**src/rtl/uart_tx_mmio.sv**
```systemverilog
// Memory-mapped 8N1 UART transmitter with a transmit queue, STATUS and DIV registers.
// Define UART_FIFO_EN for a FIFO_DEPTH-entry queue; otherwise the queue is one holding register.
module uart_tx_mmio #(
    parameter logic [31:0] BASE       = 32'h1000_0000,
    parameter logic [15:0] DIV_RESET  = 16'd433,
    parameter int          FIFO_DEPTH = 8
) (
    input  logic        clk,
    input  logic        rst,
    input  logic [31:0] addr,
    input  logic [31:0] wdata,
    input  logic        re,
    input  logic        we,
    input  logic [3:0]  wstrb,
    output logic [31:0] rdata,
    output logic        tx
);

    typedef enum logic [1:0] {IDLE, START, DATA, STOP} state_t;

    state_t      state_q, state_d;
    logic [31:0] off;
    logic        hit, sel_tx, sel_st, sel_div;
    logic        push, push_ok, pop;
    logic        full, empty, busy;
    logic [3:0]  count_4;
    logic [7:0]  head;
    logic        ovf_q;
    logic [15:0] div_q;
    logic [15:0] baud_q;
    logic [2:0]  bit_idx_q;
    logic [7:0]  shreg_q;
    logic        bit_end;
    logic        tx_d, tx_q;
    logic [31:0] rd_val;
    logic        unused_bits;

    // Offset-based decode so an unaligned BASE still maps exactly 12 bytes
    assign off     = addr - BASE;
    assign hit     = (off < 32'd12);
    assign sel_tx  = hit && (off[3:2] == 2'd0);
    assign sel_st  = hit && (off[3:2] == 2'd1);
    assign sel_div = hit && (off[3:2] == 2'd2);

    assign push    = we && sel_tx && wstrb[0];
    assign push_ok = push && (!full || pop);
    assign busy    = (state_q != IDLE);

`ifdef UART_FIFO_EN
    localparam int PTR_W = (FIFO_DEPTH > 2) ? $clog2(FIFO_DEPTH) : 1;

    logic [7:0]     mem [FIFO_DEPTH];
    logic [PTR_W-1:0] wr_ptr_q, rd_ptr_q;
    logic [PTR_W:0]   count_q;

    assign full    = (count_q == (PTR_W+1)'(FIFO_DEPTH));
    assign empty   = (count_q == '0);
    assign count_4 = 4'(count_q);
    assign head    = mem[rd_ptr_q];

    always_ff @(posedge clk) begin
        if (rst) begin
            wr_ptr_q <= '0;
            rd_ptr_q <= '0;
            count_q  <= '0;
        end else begin
            if (push_ok) wr_ptr_q <= wr_ptr_q + 1'b1;
            if (pop)     rd_ptr_q <= rd_ptr_q + 1'b1;
            case ({push_ok, pop})
                2'b10:   count_q <= count_q + 1'b1;
                2'b01:   count_q <= count_q - 1'b1;
                default: count_q <= count_q;
            endcase
        end
    end

    always_ff @(posedge clk) begin
        if (push_ok) mem[wr_ptr_q] <= wdata[7:0];
    end

    assign unused_bits = &{1'b0, wdata[31:16]};
`else
    logic [7:0] hold_q;
    logic       hold_vld_q;

    assign full    = hold_vld_q;
    assign empty   = !hold_vld_q;
    assign count_4 = {3'd0, hold_vld_q};
    assign head    = hold_q;

    // A push alongside a pop refills the register, so valid stays set
    always_ff @(posedge clk) begin
        if (rst)          hold_vld_q <= 1'b0;
        else if (push_ok) hold_vld_q <= 1'b1;
        else if (pop)     hold_vld_q <= 1'b0;
    end

    always_ff @(posedge clk) begin
        if (push_ok) hold_q <= wdata[7:0];
    end

    localparam int DEPTH_IGN = FIFO_DEPTH;
    assign unused_bits = &{1'b0, wdata[31:16], DEPTH_IGN[0]};
`endif

    always_ff @(posedge clk) begin
        if (rst) begin
            ovf_q <= 1'b0;
            div_q <= DIV_RESET;
        end else begin
            if (push && full && !pop)
                ovf_q <= 1'b1;
            else if (we && sel_st && wstrb[0] && wdata[3])
                ovf_q <= 1'b0;
            if (we && sel_div) begin
                if (wstrb[0]) div_q[7:0]  <= wdata[7:0];
                if (wstrb[1]) div_q[15:8] <= wdata[15:8];
            end
        end
    end

    assign bit_end = (baud_q == 16'd0);

    always_comb begin
        state_d = state_q;
        pop     = 1'b0;
        case (state_q)
            IDLE: begin
                if (!empty) begin
                    pop     = 1'b1;
                    state_d = START;
                end
            end
            START: if (bit_end) state_d = DATA;
            DATA:  if (bit_end && (bit_idx_q == 3'd7)) state_d = STOP;
            STOP:  if (bit_end) state_d = IDLE;
            default: state_d = IDLE;
        endcase
    end

    always_comb begin
        case (state_q)
            START:   tx_d = 1'b0;
            DATA:    tx_d = shreg_q[0];
            default: tx_d = 1'b1;
        endcase
    end

    // Baud counter reloads from DIV at every boundary, so a new DIV lands on the next bit
    always_ff @(posedge clk) begin
        if (rst) begin
            state_q   <= IDLE;
            tx_q      <= 1'b1;
            baud_q    <= 16'd0;
            bit_idx_q <= 3'd0;
        end else begin
            state_q <= state_d;
            tx_q    <= tx_d;
            if (pop) begin
                baud_q    <= div_q;
                bit_idx_q <= 3'd0;
            end else if (state_q != IDLE) begin
                if (bit_end) begin
                    baud_q <= div_q;
                    if (state_q == DATA) bit_idx_q <= bit_idx_q + 3'd1;
                end else begin
                    baud_q <= baud_q - 16'd1;
                end
            end
        end
    end

    always_ff @(posedge clk) begin
        if (pop)
            shreg_q <= head;
        else if ((state_q == DATA) && bit_end)
            shreg_q <= {1'b0, shreg_q[7:1]};
    end

    always_comb begin
        rd_val = 32'd0;
        if (sel_st)
            rd_val = {20'd0, count_4, 4'd0, ovf_q, empty, full, busy};
        else if (sel_div)
            rd_val = {16'd0, div_q};
    end

    // Read data is captured before any same-cycle write lands
    always_ff @(posedge clk) begin
        if (rst)     rdata <= 32'd0;
        else if (re) rdata <= rd_val;
    end

    assign tx = tx_q;

endmodule

```
**config.mk**
```make
export PLATFORM = sky130hd
export DESIGN_NAME = uart_tx_mmio
export DESIGN_NICKNAME = d
export VERILOG_FILES = /design/src/rtl/uart_tx_mmio.sv
export SDC_FILE = /design/constraint.sdc
export NUM_CORES = 1
export LEC_CHECK = 0
export ABC_AREA = 1
export CAP_MARGIN = 10
export CORE_MARGIN = 2
export CORE_UTILIZATION = 40
export DETAILED_ROUTE_END_ITERATION = 8
export GPL_TIMING_DRIVEN = 0
export MAX_ROUTING_LAYER = met4
export PLACE_DENSITY = 0.68
export SLEW_MARGIN = 20
export SYNTH_ARGS = -nofsm -noshare
export SYNTH_HDL_FRONTEND = slang
export SYNTH_SLANG_ARGS = --single-unit
```
**constraint.sdc**
```tcl
create_clock -name clk -period 4.55 [get_ports clk]
set_clock_uncertainty 0.2 [all_clocks]
set_input_delay 0.6825 -clock clk [delete_from_list [all_inputs] [get_ports clk]]
set_output_delay 0.6825 -clock clk [all_outputs]
set_load 0.05 [all_outputs]
```
-- Word-level counts from Yosys, hierarchy flattened
Cells that the tools add are included.
- register bits after elaboration: 88
- bits of input ports: 72
- word-level logic and storage cells: 74
- add/subtract/negate cells: 3
- $lt $le $gt $ge: 1
- equality and inequality tests: 10
- mux-type cells: 19
- reduce and logical (&&, ||, !) cells: 30
- operators by type and width (cell ; count):
    $mux W16 ; 5
    $lt A32 B4 Y1 const B ; 1
    $sub A32 B29 Y32 const B ; 1
    $logic_not A16 Y1 ; 1
    $mux W8 ; 2
    $sub A16 B1 Y16 const B ; 1
    $logic_and A1 B1 Y1 ; 14
    $reduce_bool A2 Y1 ; 5
    $mux W2 ; 4
    $ne A2 B2 Y1 const B ; 4
    $pmux W2 S4 ; 1
    $eq A2 B2 Y1 const B ; 3
    $mux W1 ; 6
    $eq A2 B1 Y1 const B ; 2
    $logic_not A2 Y1 ; 2
    $reduce_and A2 Y1 ; 2
    $reduce_and A4 Y1 ; 1
    $add A3 B1 Y3 const B ; 1
    $eq A3 B3 Y1 const B ; 1
    $reduce_and A3 Y1 ; 1
    $logic_not A1 Y1 ; 2
    $pmux W1 S2 ; 1
    $reduce_or A2 Y1 ; 1
    $logic_or A1 B1 Y1 ; 1

-- Longest topological paths before layout
- depth in word-level cells: 8
- gate-level depth with buffers: 12
- depth with buffers taken out: 11

-- Least setup slack after synthesis
No wires, ideal clock.
- kind: input to register
- start: in addr[2]
- end: reg hold_q[0] (netlist: head[0]) (enable)
- library setup time: 0.395 ns
- arrival: 2.118 ns
- path slack: 1.837 ns
- stages on the path: 8
- path buffers: 1
- path through: buf_6 > nand2_4 > inv_2 > nor2_2 > nand2_2 > nor2_8 > nand2_1 > nor4_1
- longest elaborated chain between the ends: 6
- ends and longest elaborated chain (item ; RTL line ; source):
    start: declaration ; 10 ; input logic [31:0] addr,
    $sub A32 B29 Y32 * ; 39 ; assign off = addr - BASE;
    $lt A32 B4 Y1 or $logic_not A2 Y1 (tied branches) ; 40, 41 ;
    $logic_and A1 B1 Y1 * ; 41 ; assign sel_tx = hit && (off[3:2] == 2'd0);
    $logic_and A1 B1 Y1 * (2 in series) ; 45 ; assign push = we && sel_tx && wstrb[0];
    $logic_and A1 B1 Y1 * ; 46 ; assign push_ok = push && (!full || pop);
    net push_ok ; 24 ; logic push, push_ok, pop;
    end signal: assignment ; 99 ; if (push_ok) hold_q <= wdata[7:0];
    end: declaration ; 83 ; logic [7:0] hold_q;
Mark *: on every way through the listed nets, which the timed path passes. The rest lies on a longest branch.
A chain may end at the register's enable or synchronous reset.

-- Final worst setup path
- start: in addr[3]
- end: reg hold_q[1] (netlist: head[1]) (enable)
Same word-level chain as after synthesis.

==> run_results.csv <==
group,metric,value,unit
outcome,status,"finished clean",
clocking,cts_buffers,9,
min_path,worstHoldPathType,"reg -> reg",
place,place_area,4970,um^2
layout,fin_util,0.531,
clocking,clock_latency,350,ps
clocking,cts_tree,"built",
pwr,power_density,415,nW/um^2
run,max_cap_viol_count,0,
global_route,gr-total-overflow,0,
layout,drive_gt1_frac,0.150,
logic_synthesis,netlist_top_cells_count,"119 x nand2_1, 100 x nor2_1, 61 x inv_1, 56 x dfxtp_1, 37 x nand3_1",
critical_path,critical_path_arrival,2550,ps
layout,multi_input_area,2040,um^2
layout,area_delta_synth_final,27.9,%
clocking,clk_transition_reported_paths,70,ps
clocking,holdBufCountCts,0,
clocking,cts-root-buf,"clkbuf_8",
pwr,p_leak,2.41,nW
layout,fin_cells,791,
global_route,grt_pass1_vias,3659,
sta,min_period,2700,ps
logic_synthesis,synth-xor-area-share,0.0107,
sta,rsz0062_at_grt,"no",
logic_synthesis,netlist_area,4080,um^2
sta,setup-violations-final,0,
die,initial_core_util,0.415,
logic_synthesis,synth_adder_area_share,0.0245,
critical_path,worstPathRequired,4400,ps
logic_synthesis,ys_ff_latch,72,
layout,design_area,5220,um^2
logic_synthesis,synth_cells,560,
logic_synthesis,synth_compound_area_frac,0.0835,
logic_synthesis,synthMuxAreaShare,0.0193,
layout,num_antenna_cells,0,
logic_synthesis,synth-main-ff-cell,"dfxtp_1",
global_route,grt_pass1_wl,16.8,mm
logic_synthesis,yosys.area.top_type,"dfxtp_1",
logic_synthesis,synth-simple-area-share,0.345,
place,gp_congestion,0.895,
routing,vias,3695,
sta,worstMarginPinSlew,687,ps
global_route,grt_use_total,0.193,
layout,fillers,1012,
logic_synthesis,yosysMostFrequentCell,"nand2_1",
pwr,irDropWorstVdd,0.000231,V
logic_synthesis,ys_warn_count,0,
routing,ant_nets,0,
die,die_x,105,um
sta,post-route-period-util,0.593,
routing,drc_errors,0,
die,dieArea,11000,um^2
place,dp.cells,775,
routing,wl_met1,4.64,mm
logic_synthesis,ys_types,37,
routing,drtIter0Drc,169,
sta,relSlewSlack,0.539,
sta,finalMaxSlewViolations,0,
die,coreArea,9820,um^2
clocking,cts_max_path_buffers,2,
routing,dr.max_layer_used,"met4",
layout,nets,733,
critical_path,cp_max_fo,8,
routing,met2WireLength,4.80,mm
global_route,grt_max_degree,14,
critical_path,end_kind,"flop",
sta,max_freq,370,MHz
logic_synthesis,yosys.area.top_type_share,0.275,
logic_synthesis,synth_top_family_by_area,"simple AND/OR/NAND/NOR gates",
clocking,htreeDepth,3,
place,dp_hpwl,7.82,mm
clocking,postCtsSetupBuffers,0,
die,io_pins,105,
clocking,cts_resized,0,
routing,drt_pass1_iterations,5,
routing,wl,10.1,mm
die,die_h,105,um
logic_synthesis,avgSynthCellArea,7.28,um^2
logic_synthesis,synth-seq-area-share,0.393,
critical_path,r2r_cells,5,
critical_path,critical_path.startpoint_type,"input pin",
logic_synthesis,ys_async_sr_fraction,0,
place,io_buffers,66,
routing,vias_per_cell,4.67,
global_route,antenna_found_initial,0,
logic_synthesis,synthTopCellsByArea,"dfxtp_1 27%, edfxtp_1 12%, nand2_1 11%",
sta,tns,0,ps
routing,post_drt_wl_per_cell,12.7,um
sta,finalHoldViolations,0,
critical_path,worst-setup-path-type,"in -> reg",
logic_synthesis,synth_edf_count,16,
clocking,cts_sinks,72,
min_path,hold_depth,2,
layout,regArea,1600,um^2
die,fp-row-count,36,
routing,route.met3.wl,532,um
power by group:
group	internal, mW	leakage, nW	switching (mW)
Clock	0.369	0.117	0.259
Sequential	0.677	0.570	0.0192
Combinational	0.304	1.72	0.539
path summary, 6_finish.rpt:
check,slack (ps),to,start
setup reg to reg,2220,shreg_q[0]$_DFFE_PP_,state_q[0]$_SDFFE_PP0P_
hold / removal,260,tx$_SDFF_PP1_,shreg_q[0]$_DFFE_PP_
setup / recovery,1850,head[1]$_DFFE_PP_,addr[3]
hold reg to reg,260,tx$_SDFF_PP1_,shreg_q[0]$_DFFE_PP_
layout by cell type (no fill, tap or decap), types with 4 or more instances in the layout:
master | netlist | layout
nand2_1 | 119 | 119
nor2_1 | 100 | 100
clkdlybuf4s50_1 | 0 | 66
inv_1 | 61 | 61
dfxtp_1 | 56 | 56
nand3_1 | 37 | 37
a21oi_1 | 22 | 22
buf_4 | 21 | 21
conb_1 | 1 | 16
edfxtp_1 | 16 | 16
o21ai_0 | 15 | 14
o21ai_1 | 12 | 13
nand3_2 | 12 | 12
a21oi_2 | 10 | 10
clkbuf_8 | 0 | 9
nand4_1 | 8 | 8
clkbuf_1 | 7 | 8
ha_1 | 8 | 8
nand2_2 | 7 | 7
mux2_2 | 7 | 7
nor2_2 | 5 | 5
buf_6 | 4 | 4
inv_2 | 4 | 4
nor3_1 | 4 | 4
buf_2 | 3 | 4
worst max-delay path, stage by stage:
cell and delay [ps]:
clkdlybuf4s50_1 570, nand2_4 130, inv_2 40, nor2_2 100
nand2_2 90, nor2_8 160, nand2_1 80, nor4_2 410
buf_2 270
metrics by stage:
stage / hold slack, ps / worst slack, ps / power [mW]
floorplan: 222 / 1840 / 1.32
global placement: 248 / 966 / 1.53
detailed placement: 245 / 1500 / 1.54
CTS: 263 / 1860 / 2.16
global route: 303 / 1730 / 2.30
finish: 261 / 1850 / 2.17
per-layer routing:
layer,track usage,vias up
met5,-,-
met4,0.0419,0
met3,0.0287,7
met2,0.324,88
met1,0.246,1680
li1,-,1920
area by class of cell:
cell class,instances,share of cell area
Inverter,66,0.0475
Buffer,37,0.0489
Tap cell,133,0.0319
Multi-Input combinational cell,400,0.390
Sequential cell,72,0.307
Timing Repair Buffer,67,0.128
Clock inverter,6,0.0221
Clock buffer,10,0.0245
logic make-up (layout without fill, tap and decap cells):
group                      after synthesis  after routing
DFF                                     72             72
AOI/OAI and AO/OA                       60             60
adders and majority gates                8              8
muxes                                    7              7
and+or+nand+nor                        304            304
other                                    1             16
buffers and inverters                  103            186
xor gates and xnor gates                 5              5
state kept, by name, summed over array words and instances (netlist names):
register / count
baud_q: 16
div_q: 16
rdata: 16
head: 8
shreg_q: 8
bit_idx_q: 3
state_q: 2
full: 1
ovf_q: 1
tx: 1
Note: power is estimated with default switching activity, not from simulation.
